## config.mk

```make
export PLATFORM = sky130hd
export DESIGN_NAME = caravel_mem_bus
export DESIGN_NICKNAME = d
export VERILOG_FILES = /design/src/rtl/caravel_mem_bus.sv
export SDC_FILE = /design/constraint.sdc
export NUM_CORES = 1
export LEC_CHECK = 0
export CORE_UTILIZATION = 39
export DETAILED_ROUTE_END_ITERATION = 12
export HOLD_SLACK_MARGIN = 0.03
export PLACE_DENSITY = 0.64
export SYNTH_ARGS = -nofsm -noshare
export SYNTH_HDL_FRONTEND = slang
export SYNTH_SLANG_ARGS = --single-unit
export TNS_END_PERCENT = 20
```

## constraint.sdc

```tcl
create_clock -name clk -period 3 [get_ports clk]
set_clock_uncertainty 0.05 [all_clocks]
set_input_delay 0.75 -clock clk [delete_from_list [all_inputs] [get_ports clk]]
set_output_delay 0.75 -clock clk [all_outputs]
set_load 0.005 [all_outputs]
```

## src/rtl/caravel_mem_bus.sv

```systemverilog
// caravel_mem_bus: 32-bit load/store to 16-bit multiplexed address/data pad bus bridge
module caravel_mem_bus (
  input  logic        clk,
  input  logic        rst_n,
  input  logic        req,
  input  logic        we,
  input  logic [31:0] addr,
  input  logic [31:0] wdata,
  input  logic [3:0]  wmask,
  output logic [31:0] rdata,
  output logic        ack,
  input  logic [15:0] bus_in,
  output logic [15:0] bus_out,
  output logic        bus_oe,
  output logic        le_lo,
  output logic        le_hi,
  output logic        bus_dir,
  output logic        OEb,
  output logic        WEb_lo,
  output logic        WEb_hi
);
  typedef enum logic [3:0] {IDLE, AHI, ALO, RD_OE, RD_SMP, WR_DAT, WR_STB, WR_HLD, DONE} state_t;
  state_t state, nxt;
  logic h, h_n, we_r, we_n, last, unused;
  logic [29:0] a_r, a_n;
  logic [31:0] wd_r, wd_n, ea;
  logic [3:0] wm_r, wm_n;
  logic [15:0] bus_out_n;
  logic wr_n, bus_oe_n, bus_dir_n, web_lo_n, web_hi_n;
  assign unused = ^addr[1:0];
  always_comb begin
    nxt = state;
    h_n = h;
    last = h || (we_r && wm_r[3:2] == 2'b00);
    case (state)
      IDLE: if (req) begin
        nxt = (we && wmask == 4'b0000) ? DONE : AHI;
        h_n = we && wmask[1:0] == 2'b00;
      end
      AHI: nxt = ALO;
      ALO: nxt = we_r ? WR_DAT : RD_OE;
      RD_OE: nxt = RD_SMP;
      WR_DAT: nxt = WR_STB;
      WR_STB: nxt = WR_HLD;
      RD_SMP, WR_HLD: begin
        nxt = last ? DONE : AHI;
        h_n = 1'b1;
      end
      DONE: nxt = IDLE;
      default: nxt = IDLE;
    endcase
  end
  always_comb begin
    a_n = (state == IDLE && req) ? addr[31:2] : a_r;
    wd_n = (state == IDLE && req) ? wdata : wd_r;
    wm_n = (state == IDLE && req) ? wmask : wm_r;
    we_n = (state == IDLE && req) ? we : we_r;
    ea = {1'b0, a_n, h_n};
    wr_n = nxt == WR_DAT || nxt == WR_STB || nxt == WR_HLD;
    bus_out_n = nxt == AHI ? ea[31:16] : nxt == ALO ? ea[15:0] : wr_n ? (h_n ? wd_n[31:16] : wd_n[15:0]) : 16'h0000;
    bus_oe_n = nxt == AHI || nxt == ALO || wr_n;
    bus_dir_n = nxt == RD_OE || nxt == RD_SMP;
    web_lo_n = !(nxt == WR_STB && wm_n[{h_n, 1'b0}]);
    web_hi_n = !(nxt == WR_STB && wm_n[{h_n, 1'b1}]);
  end
  always_ff @(posedge clk) begin
    if (!rst_n) begin
      state <= IDLE;
      h <= 1'b0;
      we_r <= 1'b0;
      a_r <= '0;
      wd_r <= '0;
      wm_r <= '0;
      rdata <= '0;
      ack <= 1'b0;
      bus_out <= '0;
      bus_oe <= 1'b0;
      le_lo <= 1'b0;
      le_hi <= 1'b0;
      bus_dir <= 1'b0;
      OEb <= 1'b1;
      WEb_lo <= 1'b1;
      WEb_hi <= 1'b1;
    end else begin
      state <= nxt;
      h <= h_n;
      we_r <= we_n;
      a_r <= a_n;
      wd_r <= wd_n;
      wm_r <= wm_n;
      if (state == RD_SMP && h) rdata[31:16] <= bus_in;
      if (state == RD_SMP && !h) rdata[15:0] <= bus_in;
      ack <= nxt == DONE;
      bus_out <= bus_out_n;
      bus_oe <= bus_oe_n;
      le_lo <= nxt == ALO;
      le_hi <= nxt == AHI;
      bus_dir <= bus_dir_n;
      OEb <= !bus_dir_n;
      WEb_lo <= web_lo_n;
      WEb_hi <= web_hi_n;
    end
  end
endmodule

```

# Word level (Yosys, flattened, before mapping)
# Index checks and enable logic that the tools add are counted.
# word_totals
register_bits	128
input_bits	88
output_inout_bits	56
word_cells	78
# classes
order_cmp	2
eq_ne	15
muxes	18
bitwise_logic	1
reduce_logical	24
# op_table
cell	count
16-bit two-way mux	3
4-bit by 3-bit equality test with 1-bit output, second input constant	8
32-bit two-way mux	1
30-bit two-way mux	1
4-bit case mux with 7 select lines	1
4-bit by 2-bit equality test with 1-bit output, second input constant	4
4-bit two-way mux	4
15-bit two-way mux	1
4-bit by 1-bit equality test with 1-bit output, second input constant	2
1-bit logical AND	8
4-bit zero test	2
1-bit logical OR	6
2-bit by 3-bit less-than comparator with 1-bit output, second input constant	2
1-bit two-way mux	5
4-bit equality test, second input constant	1
1-bit zero test	4
2-bit zero test	2
2-bit OR reduction	2
3-bit two-way mux	1
1-bit case mux with 2 select lines	1
1-bit inverter	1

# Logic depth before layout (Yosys ltp)
# depth
word_depth	11
depth_mapped	8

# Worst setup path after synthesis
# No wires, ideal clock.
# synth_timing
path_kind	input to register
startpoint	input port wmask[0]
endpoint	register bus_out[5]
setup_ns	0.130
arrival_ns	2.258
setup_slack_ns	0.562
cell_stages	6
path_cell_list	or3b_2 > o311a_1 > o31a_1 > clkbuf_1 > o211ai_1 > o221ai_2
# synth_via
elab_chain_cells	11
word_cells_on_any_way	20
classes_between	5 x eq/ne; 9 x mux; 6 x reduce/logical
# synth_rtl
item	line	rtl
start, declared	9	input logic [3:0] wmask,
4-bit zero test	37	nxt = (we && wmask == 4'b0000) ? DONE : AHI;
1-bit logical AND	37	
4-bit two-way mux	37	
4-bit two-way mux	36	IDLE: if (req) begin
4-bit case mux with 7 select lines	35	case (state)
4-bit by 3-bit equality test with 1-bit output	59	wr_n = nxt == WR_DAT || nxt == WR_STB || nxt == WR_HLD;
1-bit logical OR (2 in series)	59	
16-bit two-way mux (2 in series)	60	bus_out_n = nxt == AHI ? ea[31:16] : nxt == ALO ? ea[15:0] : wr_n ? (h_n ? wd_n[31:16] : wd_n[15:0]) : 16'h000 ...
15-bit two-way mux *	60	
end signal, assigned	94	bus_out <= bus_out_n;
end, declared	13	output logic [15:0] bus_out,
# Mark *: on every way between the ends. The rest lies on a longest branch, timed or not.
# A chain may end at the register's enable or synchronous reset.

# Worst setup path in the final report
# layout_timing
startpoint	input port we
endpoint	register bus_out[2]
# layout_via
elab_chain_cells	10
word_cells_on_any_way	18
classes_between	5 x eq/ne; 9 x mux; 4 x reduce/logical
# layout_rtl
item	line	rtl
start, declared	6	input logic we,
1-bit logical AND	37	
4-bit two-way mux	37	
4-bit two-way mux	36	
4-bit case mux with 7 select lines	35	
4-bit by 3-bit equality test with 1-bit output	59	
1-bit logical OR (2 in series)	59	
16-bit two-way mux (2 in series)	60	
15-bit two-way mux *	60	
# Marked as above.

==> impl_results.md <==
* Avg Inst Size Synth at slightly above 9 sq um
* Final min period at 2710 ps
* Power Density at approximately 610 nW/um^2
* Die H at around 120 um
* Vias in the first global route at between 4000 and 5000
* IO buf count at 141
* Final core occ at 0.561
* DR vias/cell at 5.05
* Yosys top cell area share at 0.464
* # resized after CTS at 0
* Post-Place Setup Slack at -137 ps
* 1st-iter DRT viols at 265
* Layout cell share with drive strength beyond 1 at 0.112
* Final Max Tran Viols at 0
* Row count at 43
* Gr ovfl total at 0
* Synthesized instance count at roughly 600
* Fin crit share at 0.904
* DRC at 0
* H-tree depth at 4
* Hold Slack at around 410 ps
* Die Area at 14600 sq um
* Number of setup buffers added after CTS at 0
* Worst path top cell family by delay: buffers and inverters
* CTS tree: yes
* Gp weighted congestion at ~0.8
* CTS Sinks at 128
* Yosys top cell by area: dfxtp_1
* Clk slew on worst S/H paths at 60 ps
* Mapped cell area at 5520 sq um
* Maxcap violations at 0
* Final net count at 824
* Fmax at 0.369 GHz
* CP Launch Type: primary input
* Ordered cell list for the critical path: clkdlybuf4s50_1 > or3b_2 > buf_4 > or3_1 > o32ai_1 > a2111o_1 > buf_12 > o221ai_1
* Leakage power at 0.00277 uW
* CP endpoint kind: flop
* Die W at between 100 and 150 um
* I/O pin count at 144
* Routed Antenna Nets at 0
* Slew headroom at 0.426
* Synth cell types at 42
* Post-route cell area at 7760 sq um
* First-pass GRT wire length at 23.6 mm
* Async SR Flop Fraction at 0
* Post-synth EDFFs at 0
* R2R Setup Slk at 440 ps
* Worst path required time at 3220 ps
* Count leader, synth: nand2_1
* Reg2Reg Depth at 4
* Yosys reg bits at 128
* DPL Wire Length at 10.1 mm
* CP max FO at 15
* Setup Viol. Count Final at 0
* Largest net degree at the start of global routing at roughly 110
* Final WL at 14.4 mm
* Total track usage at 0.208
* Most used DFF post-synth: dfxtp_1
* HP Class: flop to flop
* Synth warn at 0
* Clock tree buffer depth at 2
* Latest clock arrival within the worst-skew pair at 420 ps
* Post-DR wirelength/cell at between 15 and 20 um
* Core box area at 13800 sq um
* Worst Hold Depth at 2
* Root buf cell: clkbuf_16
* Highest-delay cell along the critical path: clkdlybuf4s50_1
* Status: complete, no violations
* Worst path max stage delay at 470 ps
* Starting density of the core at 0.400
* Hold Violations, Final at 0
* Critical path class: primary input to flop
* Total number of vias at 4696
* Worst-Margin Slew at 862 ps
* Mapped Nets at 689
* Area growth syn-to-layout at 40.4%
* Sequential area share after synthesis at 0.464
* Synth top cells by count: nand2_1, dfxtp_1, a21boi_0
* Initial antenna violation count at 0
* CP Depth at 8
* Placed Instance Area at 7150 sq um
* First-pass detailed-route iteration total at 5
* Arr. time, crit path at 2930 ps
* Final worst setup slack at approximately 290 ps
* Num CTS Buffers at 17
* # diodes at 0
* Worst Path Buf+Inv at 3
* Hold buffer count at CTS at 0
* Synth area leaders: dfxtp_1, nand2_1, a21boi_0, mux2i_1, o211ai_1
* Worst vdd ir at 0.335 mV
* RSZ-0062 raised after global routing: false
[layout make-up]
| cell class | count | area, sq um |
|---|---|---|
| flip-flops and latches | 128 | 2560 |
| clock buffers | 19 | 443 |
| fillers | 1194 | 6070 |
| clock inverters | 13 | 164 |
| inverters | 22 | 82.6 |
| well taps | 180 | 225 |
| repair buffers | 160 | 1600 |
| multi-input cells | 407 | 2680 |
[sequential cells by signal, indices dropped and copies added (netlist names)]
register,flops
le_lo,1
bus_out,16
h,1
wm_r,4
rdata,32
we_r,1
ack,1
OEb,1
WEb_hi,1
state,4
bus_dir,1
le_hi,1
WEb_lo,1
wd_r,32
a_r,30
bus_oe,1
[final timing paths]
path | startpoint | end
worst min register to register | rdata[27] | rdata[27]
worst max-delay path | we | bus_out[2]
worst max register to register | state[1] | bus_out[2]
worst min-delay path | rdata[27] | rdata[27]
[where the power goes]
part	total, uW	internal (uW)	switching [uW]
Sequential	1870	1820	56.9
Clock	2090	1330	762
Combinational	749	379	370
Total	4710	3520	1190
[metal layers]
metal,global-route usage,share of wire,vias up
met5,0,0,-
met4,0.0764,0.018,0
met3,0.0714,0.068,26
met2,0.340,0.47,133
met1,0.252,0.44,2183
li1,-,-,2354
[kinds of logic (layout without fill, tap and decap cells)]
group / Yosys count / after routing / share of synthesized area
flops: 128 / 128 / 0.464
compound gates: 153 / 153 / 0.221
xor+xnor: 1 / 1 / 0.00498
mux: 46 / 46 / 0.0870
simple gates: 207 / 207 / 0.172
buf+inv: 66 / 214 / 0.0516
[stage by stage]
step | setup TNS (ps) | std cells | total power (uW)
detailed placement | -1570 | 897 | 2660
finish | 0 | 929 | 4710
CTS | 0 | 929 | 4760
floorplan | 0 | 601 | 2340
global placement | -892 | 897 | 2640
global route | 0 | 929 | 4920
[tightest hold or removal path, stage by stage (launching register included)]
cell and delay, ps:
dfxtp_1 310, nand2_1 40, a21boi_0 60
[layout by cell type, fill, tap and decap left out, types with 7 or more instances in the layout]
cell / count
dfxtp_1: 128
inv_1: 22
clkdlybuf4s50_1: 140
a21oi_1: 7
o21ai_0: 8
a21boi_0: 67
nand2_1: 139
buf_4: 15
nor2b_1: 36
mux2_2: 16
clkbuf_16: 17
o211ai_1: 40
mux2i_1: 30
o221ai_2: 8
No activity file was read; power rests on OpenSTA's default activity.
